File: config.mk
export PLATFORM = sky130hd
export DESIGN_NAME = dram_ctrl
export DESIGN_NICKNAME = d
export VERILOG_FILES = /design/src/rtl/dram_pkg.sv /design/src/rtl/dram_timer.sv /design/src/rtl/dram_ctrl.sv
export SDC_FILE = /design/constraint.sdc
export NUM_CORES = 1
export LEC_CHECK = 0
export ABC_AREA = 1
export CELL_PAD_IN_SITES_DETAIL_PLACEMENT = 1
export CELL_PAD_IN_SITES_GLOBAL_PLACEMENT = 1
export CORE_MARGIN = 3
export CORE_UTILIZATION = 36
export CTS_BUF_LIST = sky130_fd_sc_hd__clkbuf_16
export CTS_CLUSTER_DIAMETER = 60
export CTS_CLUSTER_SIZE = 14
export DETAILED_ROUTE_END_ITERATION = 7
export MAX_ROUTING_LAYER = met4
export PLACE_DENSITY_LB_ADDON = 0.1
export SLEW_MARGIN = 40
export SYNTH_ARGS = -nofsm -noshare
export SYNTH_HDL_FRONTEND = slang
export SYNTH_SLANG_ARGS = --single-unit
File: constraint.sdc
create_clock -name clk -period 3.6 [get_ports clk]
set_clock_uncertainty 0.05 [all_clocks]
set_input_delay 0.54 -clock clk [delete_from_list [all_inputs] [get_ports clk]]
set_output_delay 0.54 -clock clk [all_outputs]
set_load 0.1 [all_outputs]
File: src/rtl/dram_pkg.sv
// Shared types, pin encodings and default timing for the DRAM pin-interface controller.
package dram_pkg;

    localparam int DRAM_A_W       = 11;
    localparam int DEF_ROW_W      = 11;
    localparam int DEF_COL_W      = 10;
    localparam int DEF_T_RP       = 5;
    localparam int DEF_T_RCD      = 5;
    localparam int DEF_T_WR       = 5;
    localparam int DEF_T_RD_MAX   = 16;

    typedef enum logic [3:0] {
        S_IDLE,
        S_PRE,
        S_PRE_W,
        S_ACT,
        S_ACT_W,
        S_CMD,
        S_WR_W,
        S_RD_W,
        S_RESP
    } dram_state_e;

    typedef struct packed {
        logic       csn;
        logic       rasn;
        logic       casn;
        logic [3:0] wen;
    } dram_pins_t;

    localparam dram_pins_t PINS_NOP = '{csn: 1'b1, rasn: 1'b1, casn: 1'b1, wen: 4'hF};
    localparam dram_pins_t PINS_PRE = '{csn: 1'b0, rasn: 1'b0, casn: 1'b1, wen: 4'h0};
    localparam dram_pins_t PINS_ACT = '{csn: 1'b0, rasn: 1'b0, casn: 1'b1, wen: 4'hF};
    localparam dram_pins_t PINS_RD  = '{csn: 1'b0, rasn: 1'b1, casn: 1'b0, wen: 4'hF};
    // WEn of a write is replaced by the inverted byte strobes.
    localparam dram_pins_t PINS_WR  = '{csn: 1'b0, rasn: 1'b1, casn: 1'b0, wen: 4'hF};

    function automatic int max_of4(input int a, input int b, input int c, input int d);
        int m;
        m = a;
        if (b > m) m = b;
        if (c > m) m = c;
        if (d > m) m = d;
        return m;
    endfunction

endpackage

File: src/rtl/dram_timer.sv
// Loadable down-counter; done is high on the last cycle of a loaded wait.
module dram_timer #(
    parameter int CNT_W = 5
) (
    input  logic             clk,
    input  logic             rst,
    input  logic             load,
    input  logic [CNT_W-1:0] load_val,
    output logic             done
);

    logic [CNT_W-1:0] cnt;

    always_ff @(posedge clk) begin
        if (!rst) begin
            cnt <= '0;
        end else if (load) begin
            cnt <= load_val;
        end else if (cnt != '0) begin
            cnt <= cnt - 1'b1;
        end
    end

    assign done = (cnt <= CNT_W'(1));

endmodule

File: src/rtl/dram_ctrl.sv
// Single-word DRAM initiator: open-page policy with one tracked row, registered command pins.
module dram_ctrl
    import dram_pkg::*;
#(
    parameter int ROW_W    = DEF_ROW_W,
    parameter int COL_W    = DEF_COL_W,
    parameter int T_RP     = DEF_T_RP,
    parameter int T_RCD    = DEF_T_RCD,
    parameter int T_WR     = DEF_T_WR,
    parameter int T_RD_MAX = DEF_T_RD_MAX
) (
    input  logic                   clk,
    input  logic                   rst,
    input  logic                   req_valid,
    output logic                   req_ready,
    input  logic                   req_write,
    input  logic [ROW_W+COL_W-1:0] req_addr,
    input  logic [31:0]            req_wdata,
    input  logic [3:0]             req_wstrb,
    output logic                   rsp_valid,
    output logic [31:0]            rsp_rdata,
    output logic                   rsp_err,
    output logic                   DRAM_CSn,
    output logic                   DRAM_RASn,
    output logic                   DRAM_CASn,
    output logic [3:0]             DRAM_WEn,
    output logic [10:0]            DRAM_A,
    output logic [31:0]            DRAM_D,
    input  logic [31:0]            DRAM_Q,
    input  logic                   DRAM_valid
);

    localparam int T_MAX = max_of4(T_RP, T_RCD, T_WR, T_RD_MAX);
    localparam int CNT_W = $clog2(T_MAX) + 1;

    dram_state_e state, state_nxt;

    logic [ROW_W+COL_W-1:0] addr_q;
    logic                   write_q;
    logic [31:0]            wdata_q;
    logic [3:0]             wstrb_q;
    logic                   open_vld;
    logic [ROW_W-1:0]       open_row;

    logic                   accept;
    logic [ROW_W+COL_W-1:0] cur_addr;
    logic                   cur_write;
    logic [31:0]            cur_wdata;
    logic [3:0]             cur_wstrb;
    logic [ROW_W-1:0]       cur_row;
    logic [COL_W-1:0]       cur_col;

    logic                   tmr_load;
    logic [CNT_W-1:0]       tmr_val;
    logic                   tmr_done;
    logic                   rsp_cap;
    logic                   rsp_to;

    dram_pins_t             pins_q, pins_nxt;
    logic [10:0]            a_q, a_nxt;
    logic [31:0]            d_q, d_nxt;

    assign accept    = req_valid && (state == S_IDLE);
    assign req_ready = (state == S_IDLE);
    assign rsp_valid = (state == S_RESP);

    // In IDLE the request is not latched yet, so decisions and the first command use the live inputs.
    assign cur_addr  = (state == S_IDLE) ? req_addr  : addr_q;
    assign cur_write = (state == S_IDLE) ? req_write : write_q;
    assign cur_wdata = (state == S_IDLE) ? req_wdata : wdata_q;
    assign cur_wstrb = (state == S_IDLE) ? req_wstrb : wstrb_q;
    assign cur_row   = cur_addr[COL_W+ROW_W-1:COL_W];
    assign cur_col   = cur_addr[COL_W-1:0];

    dram_timer #(.CNT_W(CNT_W)) u_timer (
        .clk      (clk),
        .rst      (rst),
        .load     (tmr_load),
        .load_val (tmr_val),
        .done     (tmr_done)
    );

    always_comb begin
        state_nxt = state;
        tmr_load  = 1'b0;
        tmr_val   = '0;
        rsp_cap   = 1'b0;
        rsp_to    = 1'b0;
        case (state)
            S_IDLE: begin
                if (accept) begin
                    if (req_write && (req_wstrb == 4'h0)) begin
                        state_nxt = S_RESP;
                    end else if (open_vld && (cur_row == open_row)) begin
                        state_nxt = S_CMD;
                    end else if (open_vld) begin
                        state_nxt = S_PRE;
                    end else begin
                        state_nxt = S_ACT;
                    end
                end
            end
            S_PRE: begin
                tmr_load  = 1'b1;
                tmr_val   = CNT_W'(T_RP);
                state_nxt = (T_RP == 0) ? S_ACT : S_PRE_W;
            end
            S_PRE_W: if (tmr_done) state_nxt = S_ACT;
            S_ACT: begin
                tmr_load  = 1'b1;
                tmr_val   = CNT_W'(T_RCD);
                state_nxt = (T_RCD == 0) ? S_CMD : S_ACT_W;
            end
            S_ACT_W: if (tmr_done) state_nxt = S_CMD;
            S_CMD: begin
                tmr_load = 1'b1;
                if (write_q) begin
                    tmr_val   = CNT_W'(T_WR);
                    state_nxt = (T_WR == 0) ? S_RESP : S_WR_W;
                end else begin
                    tmr_val   = CNT_W'(T_RD_MAX);
                    rsp_to    = (T_RD_MAX == 0);
                    state_nxt = (T_RD_MAX == 0) ? S_RESP : S_RD_W;
                end
            end
            S_WR_W: if (tmr_done) state_nxt = S_RESP;
            S_RD_W: begin
                if (DRAM_valid) begin
                    rsp_cap   = 1'b1;
                    state_nxt = S_RESP;
                end else if (tmr_done) begin
                    rsp_to    = 1'b1;
                    state_nxt = S_RESP;
                end
            end
            S_RESP:  state_nxt = S_IDLE;
            default: state_nxt = S_IDLE;
        endcase
    end

    // Command states last exactly one cycle, so keying pins off the next state yields single-cycle commands.
    always_comb begin
        pins_nxt = PINS_NOP;
        a_nxt    = '0;
        d_nxt    = '0;
        case (state_nxt)
            S_PRE: begin
                pins_nxt = PINS_PRE;
                a_nxt    = DRAM_A_W'(open_row);
            end
            S_ACT: begin
                pins_nxt = PINS_ACT;
                a_nxt    = DRAM_A_W'(cur_row);
            end
            S_CMD: begin
                a_nxt = DRAM_A_W'(cur_col);
                if (cur_write) begin
                    pins_nxt     = PINS_WR;
                    pins_nxt.wen = ~cur_wstrb;
                    d_nxt        = cur_wdata;
                end else begin
                    pins_nxt = PINS_RD;
                end
            end
            default: ;
        endcase
    end

    always_ff @(posedge clk) begin
        if (!rst) begin
            state     <= S_IDLE;
            open_vld  <= 1'b0;
            pins_q    <= PINS_NOP;
            a_q       <= '0;
            d_q       <= '0;
            rsp_rdata <= '0;
            rsp_err   <= 1'b0;
        end else begin
            state  <= state_nxt;
            pins_q <= pins_nxt;
            a_q    <= a_nxt;
            d_q    <= d_nxt;
            if (state == S_PRE) open_vld <= 1'b0;
            if (state == S_ACT) open_vld <= 1'b1;
            if (accept) begin
                rsp_rdata <= '0;
                rsp_err   <= 1'b0;
            end
            if (rsp_cap) rsp_rdata <= DRAM_Q;
            if (rsp_to)  rsp_err   <= 1'b1;
        end
    end

    always_ff @(posedge clk) begin
        if (accept) begin
            addr_q  <= req_addr;
            write_q <= req_write;
            wdata_q <= req_wdata;
            wstrb_q <= req_wstrb;
        end
        if (state == S_ACT) open_row <= addr_q[COL_W+ROW_W-1:COL_W];
    end

    assign DRAM_CSn  = pins_q.csn;
    assign DRAM_RASn = pins_q.rasn;
    assign DRAM_CASn = pins_q.casn;
    assign DRAM_WEn  = pins_q.wen;
    assign DRAM_A    = a_q;
    assign DRAM_D    = d_q;

endmodule
==> impl_metrics.csv <==
group,metric,value,unit
yosys,synth.net_count,794,
route,dr_total_vias,5464,
route,drt_wl_total,18.5,mm
sta,max-slew-margin-rel,47.7,%
die,design.portCount,179,
placed_design,placer_congestion_estimate,0.858,
cts,cts_sinks,162,
die,die_height,143,µm
pwr,p_switching,2.74,mW
placed_design,dpl_cell_area,8280,µm²
flow_run,cap_viol_max_count,0,
pwr,power.leakage,3.77,nW
grt,grt_usage,19.0,%
yosys,synth.cell_area,6720,µm²
setup_path,cp_top_family,"simple AND/OR/NAND/NOR gates",
setup_path,cp.buffers_inverters,1,
sta,rsz0062_at_grt,"no",
sta,final.setup.worst_slack,0.616,ns
yosys,synthesized_instance_count,697,
die,floorplan.die_area,20400,µm²
yosys,synth_top_cell_area_share,30.8,%
cts,cts_post_setup_buffers_inserted,0,
placed_design,port_buffers,178,
final_layout,area_growth_from_synthesis_to_final_layout,32.0,%
cts,cts_hold_repair_buffers,0,
final_layout,layout.cells.most_common_list,"143 x sky130_fd_sc_hd__nand2_1, 93 x sky130_fd_sc_hd__dfxtp_1, 93 x sky130_fd_sc_hd__clkdlybuf4s50_1, 83 x sky130_fd_sc_hd__buf_2, 74 x sky130_fd_sc_hd__nand3_1",
yosys,synth-async-reset-ratio,0,%
sta,drv_slew,0,
yosys,ys_top_cells_by_area,"sky130_fd_sc_hd__edfxtp_1 31%, sky130_fd_sc_hd__dfxtp_1 28%, sky130_fd_sc_hd__nand2_1 8.0%",
die,placeableCoreArea,18100,µm²
cts,cts_made_buffers,17,
grt,grt_first_pass_wirelength,29.9,mm
placed_design,placement.setup.worst_slack,0.504,ns
setup_path,cp_max_fo,32,
sta,max_freq,335,MHz
placed_design,dp_hpwl,13.1,mm
setup_path,timing.critical_path.arrival,3.28,ns
yosys,synth_area_per_cell,9.65,µm²
yosys,synth.largest_area_cell,"sky130_fd_sc_hd__edfxtp_1",
sta,final_period_minus_worst_setup_slack,2.98,ns
setup_path,timing.critical_path.mode_cell,"sky130_fd_sc_hd__nand2_1",
cts,clock_tree_from_tritoncts,"yes",
die,dieWidth,143,µm
hold_path,holdCritPathClass,"flip-flop to flip-flop",
yosys,synth_seq_cells,162,
setup_path,worstSetupStartpointType,"flip-flop",
setup_path,cp_cell_sequence,"nor2_4 -> nand2_4 -> nand2_1 -> nand2_1 -> nand2_1 -> nand2_1 -> nor2_1 -> nand2_1 -> nor2_1 -> nand2_2 -> nand2_2 -> nand3_2 -> or2_2 -> buf_4 -> nor2_1",
sta,setup_viol,0,
yosys,yosysSeqAreaShare,58.5,%
route,drt.antenna.violating_nets,0,
grt,number_of_antenna_violations_at_the_first_check_in_global_routing,0,
route,initial_drc_count,244,
pwr,worst_ir_drop_vdd,0.000441,V
pwr,p_int,3.88,mW
final_layout,post-route-cell-area,8870,µm²
sta,fin_setup_tns,0,ns
final_layout,layout.cells.most_common,"sky130_fd_sc_hd__nand2_1",
pwr,power_frac_seq,35.2,%
yosys,yosys_warnings,0,
grt,grt_pass1_vias,5836,
sta,fin_crit_sh,82.9,%
cts,clockRootBuffer,"sky130_fd_sc_hd__clkbuf_16",
pwr,switching_share,41.3,%
final_layout,final.fill_count,2105,
route,drc_errors,0,
cts,cts.path.max_buffers,2,
route,routed_wire_length_per_instance,16.6,µm
cts,path_clk_slew,0.07,ns
final_layout,final_layout_size_suffix_gt1_share,19.5,%
die,rows,49,
pwr,p_per_area,746,nW/µm²
grt,grt_start_max_net_pins,59,
pwr,share_clk_of_total_power,26.3,%
final_layout,area.sequential,3930,µm²
cts,clk_latency,0.42,ns
cts,cts-htree-levels,4,
setup_path,critical_path_required,3.90,ns
yosys,synth-edff-count,69,
route,routed_via_density,4.90,
final_layout,multi_input_comb_area,2380,µm²
route,detail_route.first_pass.iterations,6,
setup_path,critical_path_class,"flip-flop to flip-flop",
yosys,synth_flop_cell,"sky130_fd_sc_hd__dfxtp_1",
setup_path,timing.critical_path.to_type,"flip-flop",
grt,globalRouteOverflowTotal,0,
setup_path,critical-path-slowest-cell,"sky130_fd_sc_hd__dfxtp_1",
setup_path,cp_slowest_stage_delay,0.36,ns
pwr,comb_power_share,38.4,%
yosys,synth.distinct_cells,34,
cts,postCtsResizedCells,0,
status,run_status,"finished clean",
sta,hold_violations_final,0,
die,effective_utilization_at_floorplan,37.1,%
final_layout,design.final.nets,971,
final_layout,final_core_utilization,48.9,%
sta,worst_margin_pin_slew,0.785,ns
final_layout,antenna_cell_count,0,
[worst paths after layout]
check | from | end | slack [ns] | depth (start not counted)
max | state[0] | DRAM_D[15] | 0.62 | 15
min | addr_q[19] | open_row[9] | 0.40 | 0
max reg2reg | state[0] | DRAM_D[15] | 0.62 | 15
min reg2reg | addr_q[19] | open_row[9] | 0.40 | 0
[metal layers]
| layer | global-route usage [%] | part of all wire (%) |
|---|---|---|
| met2 | 30.6 | 48 |
| met3 | 4.19 | 5.2 |
| met1 | 24.1 | 46 |
| met4 | 5.35 | 1.4 |
| met5 | - | 0 |
[cell families (layout without fill, tap and decap cells)]
family	after synthesis	in the layout	share of synthesized area, %
buffers and inverters	92	281	6.16
adders and majority gates	3	3	0.558
muxes	32	32	4.76
DFF	162	162	58.5
AOI/OAI and AO/OA	64	64	5.12
and+or+nand+nor	344	344	24.9
[synth_stat cells (2+ instances only)]
cell,n
sky130_fd_sc_hd__a21oi_1,42
sky130_fd_sc_hd__buf_1,3
sky130_fd_sc_hd__buf_2,4
sky130_fd_sc_hd__buf_4,2
sky130_fd_sc_hd__buf_6,3
sky130_fd_sc_hd__buf_8,3
sky130_fd_sc_hd__clkbuf_1,20
sky130_fd_sc_hd__dfxtp_1,93
sky130_fd_sc_hd__edfxtp_1,69
sky130_fd_sc_hd__ha_1,3
sky130_fd_sc_hd__inv_1,55
sky130_fd_sc_hd__mux2i_1,32
sky130_fd_sc_hd__nand2_1,143
sky130_fd_sc_hd__nand2_2,3
sky130_fd_sc_hd__nand3_1,74
sky130_fd_sc_hd__nand3b_1,9
sky130_fd_sc_hd__nand4_1,13
sky130_fd_sc_hd__nor2_1,61
sky130_fd_sc_hd__nor2_2,10
sky130_fd_sc_hd__nor2_4,23
sky130_fd_sc_hd__nor3_1,4
sky130_fd_sc_hd__o211ai_1,3
sky130_fd_sc_hd__o21ai_0,11
sky130_fd_sc_hd__o21ai_1,3
sky130_fd_sc_hd__or2_2,2
[registers in the layout (all words and copies together) (netlist names), 4 cells and up]
| name | flops |
|---|---|
| DRAM_D | 32 |
| rsp_rdata | 32 |
| wdata_q | 32 |
| addr_q | 21 |
| DRAM_A | 11 |
| open_row | 11 |
| u_timer.cnt | 5 |
| DRAM_WEn | 4 |
| state | 4 |
| wstrb_q | 4 |
[worst reg2reg max path: stages (launching register included)]
cell	delay [ns]
sky130_fd_sc_hd__dfxtp_1	0.36
sky130_fd_sc_hd__nor2_4	0.36
sky130_fd_sc_hd__nand2_4	0.29
sky130_fd_sc_hd__nand2_1	0.17
sky130_fd_sc_hd__nand2_1	0.09
sky130_fd_sc_hd__nand2_1	0.07
sky130_fd_sc_hd__nand2_1	0.05
sky130_fd_sc_hd__nor2_1	0.09
sky130_fd_sc_hd__nand2_1	0.06
sky130_fd_sc_hd__nor2_1	0.16
sky130_fd_sc_hd__nand2_2	0.08
sky130_fd_sc_hd__nand2_2	0.18
sky130_fd_sc_hd__nand3_2	0.11
sky130_fd_sc_hd__or2_2	0.28
sky130_fd_sc_hd__buf_4	0.35
sky130_fd_sc_hd__nor2_1	0.19
[power by group through the flow]
stage | registers, mW | logic (mW) | clock network (mW)
floorplan | 2.90 | 1.40 | 0
global placement | 2.37 | 2.57 | 0
detailed placement | 2.38 | 2.54 | 0
CTS | 2.34 | 2.56 | 1.80
global route | 2.36 | 2.78 | 1.88
finish | 2.33 | 2.55 | 1.74
[per-stage QoR]
| step | hold slack, ns | std cells | power, mW |
|---|---|---|---|
| after floorplan | 0.376 | 697 | 4.30 |
| after global placement | 0.382 | 1083 | 4.93 |
| after detailed placement | 0.390 | 1083 | 4.92 |
| after CTS | 0.407 | 1114 | 6.70 |
| after global routing | 0.418 | 1115 | 7.03 |
| final | 0.403 | 1115 | 6.62 |
[layout make-up]
cell class | instances | area share, %
clock buffer | 19 | 5.36
sequential | 162 | 44.3
inverter | 57 | 2.41
multi-input combinational | 443 | 26.9
clock inverter | 12 | 1.04
timing repair buffer | 193 | 16.8
tap | 229 | 3.23
Power figures use the tool's default switching activity.
